### src/rtl/simple_uart_tx_arbiter.sv
`default_nettype none
// +----------------------------------------------------------------------------+
// | Module      : simple_uart_tx_arbiter                                       |
// | Description : Round-robin arbiter sharing one byte-write UART transmitter  |
// |               among NUM_REQ valid/ready byte producers.                    |
// |               Optional message lock: SIMPLE_UART_TX_ARB_LOCK_EN            |
// | Revision    : 1.0 - initial release                                        |
// +----------------------------------------------------------------------------+
module simple_uart_tx_arbiter #(
  parameter  int NUM_REQ  = 4,
  localparam int ID_WIDTH = $clog2(NUM_REQ)
) (
  input  logic                  clock,
  input  logic                  arst_n,
  input  logic [NUM_REQ-1:0]    req_valid,
  input  logic [8*NUM_REQ-1:0]  req_data,
  input  logic [NUM_REQ-1:0]    req_last,
  output logic [NUM_REQ-1:0]    req_ready,
  output logic [7:0]            uart_tx_value,
  output logic                  uart_tx_value_write,
  input  logic                  uart_tx_value_done,
  output logic [ID_WIDTH-1:0]   grant_id,
  output logic                  busy
`ifdef SIMPLE_UART_TX_ARB_LOCK_EN
  ,
  output logic                  lock_active
`endif
);

  typedef enum logic [1:0] {
    S_IDLE      = 2'd0,
    S_ISSUE     = 2'd1,
    S_WRITE     = 2'd2,
    S_WAIT_DONE = 2'd3
  } state_t;

  state_t              r_state;
  state_t              w_state_next;
  logic [ID_WIDTH-1:0] r_last_grant;
  logic [ID_WIDTH-1:0] w_winner;
  logic [ID_WIDTH-1:0] w_cand;
  logic                w_grant_valid;
  logic                w_accept;

`ifdef SIMPLE_UART_TX_ARB_LOCK_EN
  logic                r_lock_active;
  logic                r_last_byte;
  assign lock_active = r_lock_active;
`else
  logic                w_unused_last;
  assign w_unused_last = ^req_last;
`endif

  // Descending scan so the candidate closest after last_grant is assigned last and wins.
  always_comb begin
    w_winner = '0;
    w_cand   = '0;
    for (int k = NUM_REQ; k >= 1; k--) begin
      w_cand = ID_WIDTH'((int'(r_last_grant) + k) % NUM_REQ);
      if (req_valid[w_cand]) w_winner = w_cand;
    end
  end

  assign w_grant_valid       = req_valid[grant_id];
  assign w_accept            = (r_state == S_ISSUE) && w_grant_valid;
  assign uart_tx_value_write = (r_state == S_WRITE);
  assign busy                = (r_state != S_IDLE);

  always_comb begin
    req_ready = '0;
    if (w_accept) req_ready[grant_id] = 1'b1;
  end

  always_comb begin
    w_state_next = r_state;
    case (r_state)
      S_IDLE: begin
        if (|req_valid) w_state_next = S_ISSUE;
      end
      S_ISSUE: begin
        if (w_grant_valid) begin
          w_state_next = S_WRITE;
        end else begin
`ifdef SIMPLE_UART_TX_ARB_LOCK_EN
          if (!r_lock_active) w_state_next = S_IDLE;
`else
          w_state_next = S_IDLE;
`endif
        end
      end
      S_WRITE: begin
        w_state_next = S_WAIT_DONE;
      end
      S_WAIT_DONE: begin
        if (uart_tx_value_done) begin
`ifdef SIMPLE_UART_TX_ARB_LOCK_EN
          w_state_next = r_last_byte ? S_IDLE : S_ISSUE;
`else
          w_state_next = S_IDLE;
`endif
        end
      end
      default: w_state_next = S_IDLE;
    endcase
  end

  // Pointer resets to NUM_REQ-1 so requester 0 is the first winner.
  always_ff @(posedge clock or negedge arst_n) begin
    if (!arst_n) begin
      r_state       <= S_IDLE;
      grant_id      <= '0;
      r_last_grant  <= ID_WIDTH'(NUM_REQ - 1);
      uart_tx_value <= 8'h00;
    end else begin
      r_state <= w_state_next;
      if ((r_state == S_IDLE) && (|req_valid)) grant_id <= w_winner;
      if (w_accept) begin
        uart_tx_value <= req_data[8*grant_id +: 8];
        r_last_grant  <= grant_id;
      end
    end
  end

`ifdef SIMPLE_UART_TX_ARB_LOCK_EN
  always_ff @(posedge clock or negedge arst_n) begin
    if (!arst_n) begin
      r_lock_active <= 1'b0;
      r_last_byte   <= 1'b0;
    end else if (w_accept) begin
      r_lock_active <= 1'b1;
      r_last_byte   <= req_last[grant_id];
    end else if ((r_state == S_WAIT_DONE) && uart_tx_value_done && r_last_byte) begin
      r_lock_active <= 1'b0;
    end
  end
`endif

endmodule
`default_nettype wire

### config.mk
export PLATFORM = sky130hd
export DESIGN_NAME = simple_uart_tx_arbiter
export DESIGN_NICKNAME = d
export VERILOG_FILES = /design/src/rtl/simple_uart_tx_arbiter.sv
export SDC_FILE = /design/constraint.sdc
export NUM_CORES = 1
export LEC_CHECK = 0
export CAP_MARGIN = 5
export CELL_PAD_IN_SITES_DETAIL_PLACEMENT = 1
export CELL_PAD_IN_SITES_GLOBAL_PLACEMENT = 2
export CORE_MARGIN = 2
export CORE_UTILIZATION = 23
export DETAILED_ROUTE_END_ITERATION = 10
export GPL_ROUTABILITY_DRIVEN = 0
export PLACE_DENSITY_LB_ADDON = 0.1
export SLEW_MARGIN = 20
export SYNTH_ARGS = -nofsm -noshare
export SYNTH_HDL_FRONTEND = slang
export SYNTH_SLANG_ARGS = --single-unit
### constraint.sdc
create_clock -name clock -period 3.41 [get_ports clock]
set_input_delay 0.682 -clock clock [delete_from_list [all_inputs] [get_ports clock]]
set_output_delay 0.682 -clock clock [all_outputs]
set_load 0.02 [all_outputs]
==> out/metrics.csv, run 1 <==
stage,metric,value,unit
cts,# resized after CTS,0,
cts,# Post-CTS Setup Buffers,0,
sta,Fin. Hold Viols,0,
finish,fraction of final layout cells with drive strength greater than 1,23.0,%
critical_path,CP Launch Type,input port,
routing,DRT Pass-1 Iters,4,
synth,"count leader, synth",dfrtp_1,
sta,Final Skew,1.45,ps
synth,Mean Syn Cell Area,13.5,µm²
floorplanning,# rows,23,
synth,sequential share of the synthesized area,37.2,%
floorplanning,Die H,68.2,µm
floorplanning,Die Width,68.2,µm
power_and_ir_drop,power per cell area,813,nW/µm²
synth,ys async rst share,100,%
routing,Routed Wire Length,2670,µm
routing,Iter 0 DRT Violations,18,
floorplanning,I/O Pins,59,
critical_path,Worst Setup Path Type,in -> out,
routing,Vias,825,
critical_path,CP Capture Type,output port,
synth,Syn Inst Count,70,
cts,root buf cell,clkbuf_8,
sta,slew margin rel.,57.1,%
sta,RSZ-0062 raised after global routing,false,
floorplanning,die area,4650,µm²
finish,fin nets,170,
sta,Fin Hold WS,509,ps
global_route,grt ovf,0,
critical_path,most frequent CP cell,clkdlybuf4s50_1,
global_route,met3 Usage GRT,1.97,%
sta,# setup viols final,0,
cts,"Reg clk slew, reported paths",60,ps
critical_path,Bufs and invs on worst path,2,
sta,Slew @ Worst Pin,642,ps
power_and_ir_drop,Max rail drop VDD,0.000218,V
synth,Synth top cells by count,"dfrtp_1 (12), mux2_4 (9), nand2_1 (8)",
critical_path,CP cell instances,clkdlybuf4s50_1 -> nor4b_1 -> clkdlybuf4s50_1,
critical_path,Top Family by Delay on Critical Path,buffers and inverters,
finish,Inserted Diodes,0,
cts,TritonCTS clock tree,built,
sta,Final Critical Period,2910,ps
synth,Mapped Nets,113,
outcome,status,"complete, no violations",
cts,CTS buffer count,3,
global_route,met1 GRT Util,14.8,%
routing,Vias/cell,4.69,
global_route,vias in the first global route,918,
flow_run,number of max-cap violations,0,
min_path,HP Class,reg -> reg,
finish,fillers,437,
global_route,met2 Use GR,21.2,%
synth,Yosys top cell area share,31.7,%
synth,main flop type after synthesis,dfrtp_1,
global_route,first-pass GRT wire length,4150,µm
synth,"EDFF count, synth",0,
sta,Tcrit/Tclk final,85.3,%
floorplanning,Core Region,3970,µm²
routing,Post-DRT Antenna Nets,0,
critical_path,Critical Path RT,2730,ps
cts,CTS Buffer Depth,2,
global_route,GRT busiest layer,met2,
synth,mapped cell area,948,µm²
cts,clock sink total,14,
cts,hold_buf cts,0,
sta,Sum Neg Setup Slack,0,ps
synth,synth warn,0,
critical_path,"Slowest-stage cell, CP",clkdlybuf4s50_1,
synth,synth unique cells,26,
placed_design,post-detail-place hpwl,2020,µm
floorplanning,Initial Utilization,23.9,%
global_route,largest net degree at the start of global routing,15,
synth,Synth area leaders,"dfrtp_1 (32%), mux4_2 (17%), mux2_4 (14%), dfstp_2 (5.5%), mux4_1 (5.5%)",
routing,routed len/inst,15.2,µm
sta,Max Freq,0.344,GHz
synth,register bit total from synthesis,14,
cts,CTS H-tree lvls,1,
sta,"Slew Viols, Final",0,
global_route,Tot GR Track Use,12.2,%
power_and_ir_drop,LEAKAGE,0.636,nW
placed_design,port bufs,54,
cts,worst skew pair latency,240,ps
global_route,antenna violations before repair,0,
routing,# DRC,0,
critical_path,Arrival @ worst endpoint,2230,ps
critical_path,Crit Path Max Fanout,5,
synth,Yosys top cell by area,dfrtp_1,
finish,Area Overhead vs Synth,66.1,%
critical_path,"slowest stage delay, CP",680,ps
metrics by stage:
stage                     power [mW]  setup WS (ps)  util (%)  instances  area [µm²]
final                           1.28            501      39.7        176        1580
after global routing            1.37            373      39.7        176        1580
after CTS                       1.31            485      39.7        176        1580
after detailed placement        1.13            496      38.3        172        1520
after global placement          1.12            516      38.3        172        1520
after floorplan                0.876           1190         -         70         948
worst paths after layout:
kind	startpoint	to	slack, ps	cells after the start
worst max-delay path	req_valid[0]	req_ready[0]	500	3
min in group asynchronous	arst_n	uart_tx_value[6]	830	1
worst min-delay path	uart_tx_value[4]	uart_tx_value[4]	510	1
worst max register to register	grant_id[0]	uart_tx_value[3]	1410	4
worst min register to register	uart_tx_value[4]	uart_tx_value[4]	510	1
max in group asynchronous	arst_n	uart_tx_value[4]	2160	1
registers in the layout (all words and copies together), names as in the netlist, named ones only:
signal and cells:
grant_id 2, r_state 1, r_last_grant 2, uart_tx_value 8
worst register-to-register path: stages, from the launching register on:
cell,delay [ps]
dfrtp_1,390
buf_4,260
mux4_2,530
nand2_2,320
mux2_2,380
placed cells by master (no fill, tap or decap), drive strengths merged:
cell,netlist,layout
nor2,2,2
a2bb2oi,1,1
nor4b,1,1
nand2b,2,2
clkbuf,1,4
o41ai,1,1
dfrtp,12,12
mux2i,1,1
inv,2,2
clkdlybuf4s50,0,54
buf,3,2
o21ai,3,3
a21boi,1,1
dfstp,2,2
a211oi,1,1
nor2b,2,2
mux2,11,11
or2,2,2
mux4,9,9
nand2,9,9
o32a,1,1
nor3,2,2
nor4,1,1
power breakdown:
part	internal (mW)	switching, mW
Sequential	0.264	0.0684
Combinational	0.456	0.329
Clock	0.102	0.0620
Total	0.822	0.459
cells by family (layout without fill, tap and decap cells):
family / count (synthesis) / count (layout) / share of synthesized area (%)
flops: 14 / 14 / 37.2
mux: 21 / 21 / 39.8
buf+inv: 6 / 62 / 5.67
compound gates: 8 / 8 / 6.07
simple gates: 21 / 21 / 11.2
layer usage:
metal | vias up | part of all wire [%]
met5 | - | 0
met4 | 0 | 0
met3 | 0 | 6.5
met2 | 29 | 52
met1 | 419 | 42
li1 | 377 | -
cell type report:
| type | count | area [µm²] | area share [%] |
|---|---|---|---|
| repair buffers | 56 | 556 | 35.3 |
| well taps | 50 | 62.6 | 3.97 |
| flip-flops and latches | 14 | 353 | 22.4 |
| multi-input cells | 50 | 542 | 34.4 |
| inverters | 2 | 7.51 | 0.477 |
| clock buffers | 4 | 55.1 | 3.49 |
Note: power is estimated with default switching activity, not from simulation.
==> run 2: changes to the inputs <==
--- a/config.mk
+++ b/config.mk
@@ -8,7 +8,7 @@
 export CAP_MARGIN = 5
 export CELL_PAD_IN_SITES_DETAIL_PLACEMENT = 1
 export CELL_PAD_IN_SITES_GLOBAL_PLACEMENT = 2
-export CORE_MARGIN = 2
+export CORE_MARGIN = 5
 export CORE_UTILIZATION = 23
 export DETAILED_ROUTE_END_ITERATION = 10
 export GPL_ROUTABILITY_DRIVEN = 0
==> out/metrics.csv, run 2 (same netlist as run 1, synthesis figures left out) <==
stage,metric,value,unit,change
outcome,status,"complete, no violations",,
min_path,HP Class,reg -> reg,,
finish,Final Core Density,38.8,%,-0.91 points
sta,Final Skew,6.01,ps,+4.57 ps
placed_design,port bufs,54,,unchanged
cts,clock sink total,14,,unchanged
finish,Inserted Diodes,0,,unchanged
critical_path,CP Launch Type,input port,,
routing,routed len/inst,16.6,µm,+9.1%
routing,Post-DRT Antenna Nets,0,,unchanged
finish,fillers,446,,+2.1%
global_route,Tot GR Track Use,11.1,%,-1.1 points
finish,fraction of final layout cells with drive strength greater than 1,21.0,%,-2.0 points
finish,Non-Filler Instances,174,,-1.1%
floorplanning,Die H,74.2,µm,+8.8%
sta,RSZ-0062 raised after global routing,false,,
global_route,largest net degree at the start of global routing,17,,+2
placed_design,post-detail-place hpwl,2250,µm,+12%
floorplanning,Die Width,74.2,µm,+8.8%
cts,# resized after CTS,0,,unchanged
critical_path,Worst Setup Path Type,in -> out,,
cts,TritonCTS clock tree,built,,
routing,Routed Wire Length,2880,µm,+7.8%
finish,Area Overhead vs Synth,63.5,%,
global_route,antenna violations before repair,0,,unchanged
cts,CTS buffer count,3,,unchanged
cts,CTS H-tree lvls,1,,unchanged
critical_path,Critical Path RT,2730,ps,about the same
placed_design,dpl cells,170,,-1.2%
sta,Slew @ Worst Pin,756,ps,+114 ps
floorplanning,Core Region,4000,µm²,+0.72%
floorplanning,Initial Utilization,23.7,%,-0.17 points
sta,slew margin rel.,49.6,%,-7.5 points
sta,# setup viols final,0,,unchanged
critical_path,Crit Path Max Fanout,7,,+2
cts,worst skew pair latency,250,ps,about the same
finish,Largest regs,"uart_tx_value (8), grant_id (2), r_last_grant (2)",,
sta,Sum Neg Setup Slack,0,ps,unchanged
power_and_ir_drop,Max rail drop VDD,0.000266,V,+22%
flow_run,number of max-cap violations,0,,unchanged
routing,DRT Pass-1 Iters,2,,-2
cts,root buf cell,clkbuf_8,,
cts,CTS Buffer Depth,2,,unchanged
sta,Final Critical Period,2850,ps,-59.8 ps
power_and_ir_drop,power per cell area,801,nW/µm²,-1.5%
global_route,vias in the first global route,949,,+3.4%
sta,Max Freq,0.351,GHz,+2.1%
global_route,first-pass GRT wire length,4620,µm,+11%
power_and_ir_drop,LEAKAGE,0.620,nW,-2.5%
routing,Iter 0 DRT Violations,17,,-1
cts,# Post-CTS Setup Buffers,0,,unchanged
routing,Vias/cell,4.72,,+0.66%
critical_path,CP Capture Type,output port,,
finish,fin nets,168,,-1.2%
finish,"commonest non-fill, non-tap cell in the layout",clkdlybuf4s50_1,,
floorplanning,# rows,23,,unchanged
routing,Vias,821,,-0.48%
finish,most frequent cells in the layout,"clkdlybuf4s50_1 (54), dfrtp_1 (12), mux2_4 (9), nand2_1 (8), mux4_2 (7)",,
finish,max FFs per register,8,,unchanged
sta,"Slew Viols, Final",0,,unchanged
sta,Tcrit/Tclk final,83.6,%,-1.8 points
routing,# DRC,0,,unchanged
sta,Fin. Hold Viols,0,,unchanged
floorplanning,die area,5510,µm²,+18%
floorplanning,I/O Pins,59,,unchanged
cts,"Reg clk slew, reported paths",60,ps,about the same
finish,"Most flops, register",uart_tx_value,,
global_route,grt ovf,0,,unchanged
critical_path,Arrival @ worst endpoint,2170,ps,-60 ps
cts,hold_buf cts,0,,unchanged
[run 2: area by class of cell]
| cell class | count | area, µm² | share of cell area [%] |
|---|---|---|---|
| sequential | 14 | 353 | 22.8 |
| clock buffer | 4 | 45.0 | 2.91 |
| tap | 50 | 62.6 | 4.04 |
| timing repair buffer | 54 | 541 | 34.9 |
| inverter | 2 | 7.51 | 0.484 |
| multi-input combinational | 50 | 542 | 34.9 |
[run 2: path summary, 6_finish.rpt]
| path | end | start | slack [ps] | cells past startpoint |
|---|---|---|---|---|
| setup / recovery | req_ready[2] | req_valid[2] | 560 | 4 |
| hold / removal | uart_tx_value[5] | uart_tx_value[5] | 510 | 1 |
| setup reg to reg | uart_tx_value[3] | grant_id[0] | 1160 | 3 |
| hold reg to reg | uart_tx_value[5] | uart_tx_value[5] | 510 | 1 |
| max in group asynchronous | uart_tx_value[1] | arst_n | 2160 | 1 |
| min in group asynchronous | async pin | arst_n | 830 | 1 |
[run 2: report_power, final]
part / internal (mW) / switching (mW) / leakage, nW
sequential: 0.262 / 0.133 / 0.162
combinational: 0.442 / 0.261 / 0.435
clock: 0.0827 / 0.0608 / 0.0228
total: 0.787 / 0.455 / 0.620
[run 2: routing by layer]
metal	vias to the layer above	part of all wire [%]	global-route usage (%)
met5	-	0	0
met4	0	2.4	5.53
met3	6	4.8	1.89
met2	25	55	20.4
met1	416	38	12.2
li1	374	-	-
[run 2: per-stage QoR]
| step | power, mW | area [µm²] | hold WS [ps] | setup WS [ps] |
|---|---|---|---|---|
| after floorplan | 0.876 | 948 | 386 | 1190 |
| after global placement | 1.11 | 1510 | 490 | 533 |
| after detailed placement | 1.12 | 1510 | 495 | 548 |
| after CTS | 1.27 | 1550 | 513 | 541 |
| after global routing | 1.32 | 1550 | 516 | 388 |
| final | 1.24 | 1550 | 507 | 560 |
[run 2: worst max-delay path, cell delays in order]
cell and delay, ps:
clkdlybuf4s50_1 600, nand2_1 80, nor3_1 160, clkdlybuf4s50_1 640
